### src/rtl/brdg_retry_pkg.sv
// Shared definitions for the bridge retry scheduler: escalation state
// encodings, parameter defaults and the backoff code width.
package brdg_retry_pkg;

    localparam int BO_W             = 4;
    localparam int ESC_MAX_DEF      = 8;
    localparam int STARVE_LIMIT_DEF = 16;

    typedef enum logic [1:0] {
        ESC_IDLE     = 2'd0,
        ESC_TRACK    = 2'd1,
        ESC_ESCALATE = 2'd2
    } esc_state_t;

    // Saturating add of base and escalation, clamped to the largest backoff code.
    function automatic logic [BO_W-1:0] backoff_sum(input logic [BO_W-1:0] base,
                                                   input logic [BO_W-1:0] esc);
        logic [BO_W:0] sum;
        sum = {1'b0, base} + {1'b0, esc};
        return (sum > (BO_W+1)'(15)) ? BO_W'(15) : sum[BO_W-1:0];
    endfunction

endpackage

### src/rtl/brdg_retry_sched_esc.sv
// Per-source backoff escalation: tracks the last accepted retry tag/pos and
// raises the backoff limit on repeated retries, relaxing on forward progress.
module brdg_retry_sched_esc
    import brdg_retry_pkg::*;
#(
    parameter int TAGW    = 7,
    parameter int ESC_MAX = ESC_MAX_DEF
) (
    input  logic            clk,
    input  logic            rst_n,
    input  logic [BO_W-1:0] cfg_backoff_base,
    input  logic            accept,
    input  logic [TAGW-1:0] tag,
    input  logic [1:0]      pos,
    input  logic            rsp_ok,
    output logic [BO_W-1:0] limit
);

    esc_state_t      state_q, state_d;
    logic [BO_W-1:0] esc_q, esc_d;
    logic [TAGW-1:0] last_tag_q, last_tag_d;
    logic [1:0]      last_pos_q, last_pos_d;
    logic [BO_W-1:0] limit_q;
    logic            limit_vld_q;
    logic            same;
    logic [BO_W-1:0] esc_inc;

    assign same    = (tag == last_tag_q) && (pos == last_pos_q);
    assign esc_inc = (esc_q >= BO_W'(ESC_MAX)) ? BO_W'(ESC_MAX) : esc_q + 1'b1;

    // NOTE: every always_comb output gets a default first so no path leaves it unassigned (no latch).
    always_comb begin
        state_d    = state_q;
        esc_d      = esc_q;
        last_tag_d = last_tag_q;
        last_pos_d = last_pos_q;
        if (accept) begin
            // An accept outranks a coincident rsp_ok.
            unique case (state_q)
                ESC_IDLE: begin
                    esc_d      = '0;
                    last_tag_d = tag;
                    last_pos_d = pos;
                    state_d    = ESC_TRACK;
                end
                ESC_TRACK: begin
                    if (same) begin
                        esc_d   = esc_inc;
                        state_d = ESC_ESCALATE;
                    end else begin
                        esc_d      = '0;
                        last_tag_d = tag;
                        last_pos_d = pos;
                    end
                end
                ESC_ESCALATE: begin
                    if (same) begin
                        esc_d = esc_inc;
                    end else begin
                        esc_d      = '0;
                        last_tag_d = tag;
                        last_pos_d = pos;
                        state_d    = ESC_IDLE;
                    end
                end
                default: state_d = ESC_IDLE;
            endcase
        end else if (rsp_ok) begin
            esc_d   = '0;
            state_d = ESC_IDLE;
        end
    end

    // NOTE: sequential state uses non-blocking assignments so all flops update together at the edge.
    always_ff @(posedge clk or negedge rst_n) begin
        if (!rst_n) begin
            state_q     <= ESC_IDLE;
            esc_q       <= '0;
            last_tag_q  <= '0;
            last_pos_q  <= '0;
            limit_q     <= '0;
            limit_vld_q <= 1'b0;
        end else begin
            state_q     <= state_d;
            esc_q       <= esc_d;
            last_tag_q  <= last_tag_d;
            last_pos_q  <= last_pos_d;
            limit_q     <= backoff_sum(cfg_backoff_base, esc_d);
            limit_vld_q <= 1'b1;
        end
    end

    // Until the first registered value exists the limit shows the raw base code.
    assign limit = limit_vld_q ? limit_q : cfg_backoff_base;

endmodule

### src/rtl/brdg_retry_sched.sv
// Retry scheduler sharing one issue slot between NSRC retry queues and the
// new-command path. Optional per-source counters: BRDG_RETRY_SCHED_STATS_EN.
module brdg_retry_sched
    import brdg_retry_pkg::*;
#(
    parameter int NSRC         = 2,
    parameter int TAGW         = 7,
    parameter int STARVE_LIMIT = STARVE_LIMIT_DEF,
    parameter int ESC_MAX      = ESC_MAX_DEF
) (
    input  logic                 clk,
    input  logic                 rst_n,
    input  logic [BO_W-1:0]      cfg_backoff_base,
    input  logic [NSRC-1:0]      rq_busy,
    output logic [NSRC-1:0]      rq_rty_rdy,
    input  logic [NSRC-1:0]      rq_rty_valid,
    input  logic [NSRC*TAGW-1:0] rq_rty_tag,
    input  logic [NSRC*2-1:0]    rq_rty_pos,
    output logic [NSRC*BO_W-1:0] rq_backoff_limit,
    input  logic [NSRC-1:0]      rsp_ok,
    input  logic                 new_cmd_req,
    output logic                 new_cmd_gnt,
    output logic                 issue_valid,
    input  logic                 issue_rdy,
    output logic [1:0]           issue_src,
    output logic [TAGW-1:0]      issue_tag,
    output logic [1:0]           issue_pos,
    output logic [NSRC*16-1:0]   stat_rty_cnt
);

    localparam int SW = $clog2(STARVE_LIMIT) + 1;

    logic [1:0]      ptr_q;
    logic [SW-1:0]   starve_q;
    logic            slot_free, force_new, accept;
    logic [NSRC-1:0] acc_vec;
    logic [TAGW-1:0] sel_tag;
    logic [1:0]      sel_pos;

    assign slot_free = ~issue_valid | issue_rdy;
    assign force_new = starve_q >= SW'(STARVE_LIMIT - 1);

    // Offer only to the polled source; the offer never looks at rq_rty_valid.
    always_comb begin
        rq_rty_rdy = '0;
        sel_tag    = '0;
        sel_pos    = '0;
        for (int i = 0; i < NSRC; i++) begin
            if (ptr_q == 2'(i)) begin
                rq_rty_rdy[i] = slot_free & ~force_new & rq_busy[i];
                sel_tag       = rq_rty_tag[i*TAGW +: TAGW];
                sel_pos       = rq_rty_pos[i*2 +: 2];
            end
        end
    end

    assign acc_vec     = rq_rty_valid & rq_rty_rdy;
    assign accept      = |acc_vec;
    assign new_cmd_gnt = slot_free & new_cmd_req & (force_new | ~accept);

    always_ff @(posedge clk or negedge rst_n) begin
        if (!rst_n) begin
            ptr_q       <= '0;
            starve_q    <= '0;
            issue_valid <= 1'b0;
            issue_src   <= '0;
            issue_tag   <= '0;
            issue_pos   <= '0;
        end else begin
            ptr_q <= (ptr_q == 2'(NSRC - 1)) ? 2'd0 : ptr_q + 2'd1;
            if (new_cmd_req && !new_cmd_gnt)
                starve_q <= force_new ? starve_q : starve_q + 1'b1;
            else
                starve_q <= '0;
            if (accept) begin
                issue_valid <= 1'b1;
                issue_src   <= ptr_q;
                issue_tag   <= sel_tag;
                issue_pos   <= sel_pos;
            end else if (issue_rdy) begin
                issue_valid <= 1'b0;
            end
        end
    end

    for (genvar g = 0; g < NSRC; g++) begin : g_esc
        brdg_retry_sched_esc #(
            .TAGW    (TAGW),
            .ESC_MAX (ESC_MAX)
        ) u_esc (
            .clk              (clk),
            .rst_n            (rst_n),
            .cfg_backoff_base (cfg_backoff_base),
            .accept           (acc_vec[g]),
            .tag              (rq_rty_tag[g*TAGW +: TAGW]),
            .pos              (rq_rty_pos[g*2 +: 2]),
            .rsp_ok           (rsp_ok[g]),
            .limit            (rq_backoff_limit[g*BO_W +: BO_W])
        );
    end

`ifdef BRDG_RETRY_SCHED_STATS_EN
    for (genvar g = 0; g < NSRC; g++) begin : g_stat
        logic [15:0] cnt_q;
        always_ff @(posedge clk or negedge rst_n) begin
            if (!rst_n)          cnt_q <= '0;
            else if (acc_vec[g]) cnt_q <= cnt_q + 16'd1;
        end
        assign stat_rty_cnt[g*16 +: 16] = cnt_q;
    end
`else
    assign stat_rty_cnt = '0;
`endif

endmodule

### config.mk
export PLATFORM = sky130hd
export DESIGN_NAME = brdg_retry_sched
export DESIGN_NICKNAME = d
export VERILOG_FILES = /design/src/rtl/brdg_retry_pkg.sv /design/src/rtl/brdg_retry_sched_esc.sv /design/src/rtl/brdg_retry_sched.sv
export SDC_FILE = /design/constraint.sdc
export NUM_CORES = 1
export LEC_CHECK = 0
export BUFFER_PORTS_ARGS = -buffer_cell sky130_fd_sc_hd__clkbuf_2
export CAP_MARGIN = 20
export CORE_ASPECT_RATIO = 2
export CORE_MARGIN = 1
export CORE_UTILIZATION = 30
export DETAILED_ROUTE_END_ITERATION = 7
export PLACE_DENSITY = 0.48
export SYNTH_ARGS = -nofsm -noshare
export SYNTH_HDL_FRONTEND = slang
export SYNTH_SLANG_ARGS = --single-unit
### constraint.sdc
create_clock -name clk -period 5.9 [get_ports clk]
set_input_delay 0.59 -clock clk [delete_from_list [all_inputs] [get_ports clk]]
set_output_delay 0.59 -clock clk [all_outputs]
set_load 0.01 [all_outputs]
* Word-level counts from Yosys, hierarchy flattened
Index checks and enable logic that the tools add are counted.
** Cells by class
- Add/subtract/negate cells :: 6
- Reduce and logical (&&, ||, !) cells :: 19
- Bitwise operators :: 11
- Eq/ne operators :: 16
- Muxes and demuxes :: 43
- Order comparisons :: 5
** Operators by type and width (number)
- two-way mux 4 bit :: 12
- two-way mux 7 bit :: 4
- case mux 7 bit (2 select lines) :: 2
- two-way mux 2 bit :: 13
- case mux 4 bit (2 select lines) :: 2
- == test 7 bit :: 2
- case mux 2 bit (3 select lines) :: 2
- AND reduction 3 bit :: 4
- adder 4 x 4 -> 5 bit :: 2
- > comparator 5 x 4 -> 1 bit, second input constant :: 2
- two-way mux 5 bit :: 2
- nonzero test 2 bit :: 5
- adder 4 x 1 -> 4 bit, second input constant :: 2
- >= comparator 4 bit, second input constant :: 2
- case mux 2 bit (2 select lines) :: 2
- == test 2 x 1 -> 1 bit, second input constant :: 3
- logical NOT 2 bit :: 3
- inequality test 2 bit, second input constant :: 3
- inequality test 3 x 2 -> 1 bit, second input constant :: 2
- inequality test 3 bit, second input constant :: 2
- OR reduction 2 bit :: 3
- adder 5 x 1 -> 5 bit, second input constant :: 1
- AND 1 bit :: 5
- >= comparator 5 x 4 -> 1 bit, second input constant :: 1
- other kinds (9) :: 19
** Storage, ports and cells
- Input port bits :: 32
- Bits in registers :: 58
- Output and inout bits :: 55

* Logic depth before layout (Yosys ltp)
- Word-level depth :: 13
- Depth in mapped cells :: 15

* Hierarchy
Synthesis repeated with hierarchy kept, for this count alone.
** Unflattened totals
- Cells, all modules :: 342
- Area total of the unflattened synthesis :: 3772.4 µm²
** Modules (own cells, without submodules)
- brdg_retry_sched :: seq. area each 475.5 µm², area an instance 1273.7 µm², cells an instance 116, times used 1
- brdg_retry_sched_esc (g_esc[0].u_esc) :: seq. area each 500.5 µm², area an instance 1271.2 µm², cells an instance 113, times used 1
- brdg_retry_sched_esc (g_esc[1].u_esc) :: seq. area each 500.5 µm², area an instance 1227.4 µm², cells an instance 113, times used 1

* Worst setup path after synthesis
OpenSTA, ideal clock, no wires.
- Path kind :: register -> register
- Start point :: register starve_q[0]
- End point :: register g_esc[1].u_esc.limit_q[0]
- Setup slack :: 2842 ps
- Stages on the path, launching flop included :: 16
- Path buffers :: 1
- Data required time :: 5777 ps
- Library setup time :: 123 ps
- Arrival :: 2935 ps
- Path through :: dfrtp_1 > ha_1 > and3_1 > ha_1 > nor2_4 > and4b_1 > buf_6 > a21oi_1 > a21o_1 > mux2_2 > ha_1 > fa_1 > nand2_1 > nand2b_1 > a21oi_1 > nand2b_1
** On the way
- Word-level cells in the longest chain between the ends :: 10
** Ends and longest elaborated chain
- from (decl) :: RTL line brdg_retry_sched.sv:34 : logic [SW-1:0] starve_q;
- from (signal assigned) :: RTL line brdg_retry_sched.sv:72 : starve_q <= force_new ? starve_q : starve_q + 1'b1;
- >= comparator 5 x 4 -> 1 bit (*) :: RTL line brdg_retry_sched.sv:41 : assign force_new = starve_q >= SW'(STARVE_LIMIT - 1);
- NOT 1 bit (*) :: RTL line brdg_retry_sched.sv:50 : rq_rty_rdy[i] = slot_free & ~force_new & rq_busy[i];
- AND 1 bit (*) (2 in series) :: RTL line brdg_retry_sched.sv:50
- two-way mux 1 bit (*) :: RTL line brdg_retry_sched.sv:49 : if (ptr_q == 2'(i)) begin
- AND 2 bit (*) :: RTL line brdg_retry_sched.sv:57 : assign acc_vec = rq_rty_valid & rq_rty_rdy;
- two-way mux 4 bit (*) :: RTL line brdg_retry_sched_esc.sv:37 : if (accept) begin
- via g_esc[1].u_esc.esc_d[0] :: RTL line brdg_retry_sched_esc.sv:20 : logic [BO_W-1:0] esc_q, esc_d;
- adder 4 x 4 -> 5 bit (*) :: RTL line brdg_retry_pkg.sv:19 : sum = {1'b0, base} + {1'b0, esc};
- > comparator 5 x 4 -> 1 bit :: RTL line brdg_retry_pkg.sv:20 : return (sum > (BO_W+1)'(15)) ? BO_W'(15) : sum[BO_W-1:0];
- two-way mux 4 bit (*) :: RTL line brdg_retry_pkg.sv:20
- to (signal assigned) :: RTL line brdg_retry_sched_esc.sv:88 : limit_q <= backoff_sum(cfg_backoff_base, esc_d);
- to (decl) :: RTL line brdg_retry_sched_esc.sv:23 : logic [BO_W-1:0] limit_q;
Mark *: on every way through the listed nets, which the timed path passes. The rest lies on a longest branch.
A chain may end at the register's enable or synchronous reset.

* Worst setup path in the final report
Same ends and word-level chain as after synthesis.

==> flow_summary_export.csv <==
group,metric,value,unit
status,outcome,"finished, final reports clean",
synthesis,syn_area_per_cell,10.4,um2
final_layout,multiInputGateArea,1970,um2
critical_path,reg2reg_to,"g_esc[1].u_esc.limit_q[0]",
timing,layout_min_cycle_time,3510,ps
timing,final.setup.tns,0,ps
grt,grt_pass1_vias,2620,
synthesis,netlist_instances,353,
detailed_routing,drtIter0Drc,97,
critical_path,startpoint_type,"flip-flop",
critical_path,rr_worst_depth,14,
timing,timing.fmax,0.285,GHz
grt,grt.overflow.total,0,
timing,hold_viol,0,
clocking,clk_pin_slew,50,ps
timing,worst_slack,2390,ps
clocking,clock-sinks,58,
timing,whs,407,ps
timing,finalSetupViolations,0,
die,dieArea,12700,um2
final_layout,drive_above_1_share,0.238,
timing,slew_headroom,0.487,
detailed_routing,drtAntennaViolNets,0,
grt,grt_usage,0.141,
die,die_h,158,um
synthesis,synthArstFlopShare,1.00,
die,rows,56,
place,hpwlAfterDp,6270,um
clocking,cts_hold_buf,0,
final_layout,final_common_cell,"dfrtp_1",
clocking,cts_buffers,9,
critical_path,critPathRequiredTime,6110,ps
critical_path,crit_path_end_kind,"flip-flop",
place,gp_congestion,0.801,
timing,maxSlewViolCount,0,
critical_path,critPathKind,"reg -> reg",
die,core,11800,um2
worst_hold_path,hold_class,"in -> async",
die,ios,87,
critical_path,r2r_start,"starve_q[0]",
critical_path,arrival,3720,ps
timing,period_share,0.594,
grt,grt_max_degree,59,
timing,grt_setup_unrepaired,"no",
synthesis,netlist_area,3650,um2
critical_path,crit_fanout,10,
final_layout,regArea,1450,um2
power_and_ir_drop,power_density,288,nW/um2
critical_path,reg2reg_slack,2390,ps
grt,antenna_found_initial,0,
place,place.port_buffers,54,
final_layout,fillers,1217,
clocking,root_buffer,"clkbuf_16",
critical_path,cp_cell_sequence,"ha_1, and3_1, ha_1, nor2_4, and4b_1, a21oi_1, a21o_1, mux2_2, ha_1, fa_1, nand2_1, nand2b_1, a21oi_1, nand2b_1",
synthesis,synth.distinct_cells,51,
die,die_w,80.0,um
timing,tightest_slew,770,ps
final_layout,area_growth,17.1,%
clocking,post_cts_resized,0,
clocking,clkLatencyLatePin,330,ps
synthesis,synth_edf_count,0,
timing,fin_worst_skew,4.06,ps
detailed_routing,first_pass_iters,4,
critical_path,cp_common_cell,"ha_1",
clocking,tritoncts,"yes",
power_and_ir_drop,peakVddDrop,0.214,mV
detailed_routing,vias,2656,
synthesis,yosysSeqAreaShare,0.397,
critical_path,max_stage_delay,460,ps
clocking,clock_path_buffers,2,
synthesis,yosysWarnings,0,
synthesis,ys_ff_latch,58,
final_layout,layout_common_cells,"58 x dfrtp_1, 54 x clkbuf_2, 35 x nand2_1, 33 x conb_1, 24 x ha_1",
die,start_util,0.310,
final_layout,n_antenna_cell,0,
synthesis,synthFlopType,"dfrtp_1",
flow_run,cap_violations,0,
detailed_routing,drc,0,
detailed_routing,wl,8170,um
clocking,cts_setup_buffers,0,
clocking,htree_levels,3,
final_layout,final_nets,469,
detailed_routing,wl_per_cell,14.6,um
place,pre_cts_ws,2400,ps
grt,grt_first_pass_wirelength,13100,um
detailed_routing,post_drt_via_cell_ratio,4.73,
critical_path,slowest_stage,"and4b_1",
power_and_ir_drop,leakagePower,0.00215,uW
==> kinds of logic (layout without fill, tap and decap cells) <==
logic type / count (synthesis) / in the layout / share of synthesized area
simple gates: 108 / 108 / 0.164
flops: 58 / 58 / 0.397
buf+inv: 56 / 88 / 0.0952
compound gates: 52 / 52 / 0.100
mux: 31 / 31 / 0.101
fa+ha+maj: 26 / 26 / 0.0931
xor+xnor: 20 / 20 / 0.0479
other cells: 2 / 33 / 0.00205
==> state kept, by name, indices dropped and copies added, names as in the netlist <==
signal                   cells
g_esc.u_esc.esc_q            8
g_esc.u_esc.last_pos_q       4
g_esc.u_esc.last_tag_q      14
g_esc.u_esc.limit_q          8
g_esc.u_esc.limit_vld_q      1
g_esc.u_esc.state_q          4
issue_pos                    2
issue_src                    2
issue_tag                    7
issue_valid                  1
ptr_q                        2
starve_q                     5
==> routing by layer <==
| layer | vias to the layer above | track usage | routed length [um] |
|---|---|---|---|
| met5 | - | 0 | 0 |
| met4 | 0 | 0.0697 | 237 |
| met3 | 19 | 0.0277 | 339 |
| met2 | 86 | 0.263 | 4400 |
| met1 | 1268 | 0.145 | 3190 |
| li1 | 1283 | - | - |
==> final cells by class <==
type / instances / area share
Multi-Input combinational cell: 270 / 0.461
Sequential cell: 58 / 0.339
Timing Repair Buffer: 56 / 0.0666
Clock buffer: 12 / 0.0599
Tap cell: 145 / 0.0424
Clock inverter: 4 / 0.0172
Inverter: 16 / 0.0140
==> Yosys cell counts, types with 10 or more instances <==
master	number	share of area
a21oi_1	10	0.014
buf_4	32	0.066
dfrtp_1	58	0.40
ha_1	24	0.082
inv_1	16	0.016
mux2_2	11	0.034
mux2i_1	11	0.030
nand2_1	35	0.036
nand2b_1	11	0.019
nor2_1	12	0.012
o21ai_0	10	0.014
xor2_1	13	0.031
==> metrics by stage <==
stage	instances	total power, uW	cell area [um2]	util
floorplan	384	615	3770	-
finish	561	1230	4280	0.364
CTS	561	1250	4280	0.364
global route	561	1290	4280	0.364
global placement	545	665	3950	0.336
detailed placement	545	669	3950	0.336
==> power breakdown <==
| part | internal (uW) | switching [uW] | total [uW] |
|---|---|---|---|
| combinational | 87.4 | 100 | 188 |
| sequential | 442 | 29.2 | 471 |
| clock | 392 | 183 | 576 |
| total | 922 | 313 | 1230 |
==> how the worst max path moves through the flow <==
stage / end / start / slack, ps
after floorplan: g_esc[1].u_esc.limit_q[0] / starve_q[0] / 2840
after global placement: g_esc[1].u_esc.limit_q[1] / starve_q[0] / 2510
after detailed placement: g_esc[1].u_esc.limit_q[0] / starve_q[0] / 2400
after CTS: g_esc[1].u_esc.limit_q[0] / starve_q[0] / 2390
after global routing: g_esc[0].u_esc.limit_q[3] / starve_q[0] / 2120
final: g_esc[1].u_esc.limit_q[0] / starve_q[0] / 2390
==> worst max-delay path: cells and delay by family (launching register included) <==
family                     cells  cell delay, ps
DFF                            1             410
adders and majority gates      4            1070
and+or+nand+nor                6             990
AOI/OAI and AO/OA              3             650
muxes                          1             280
Power figures use the tool's default switching activity.
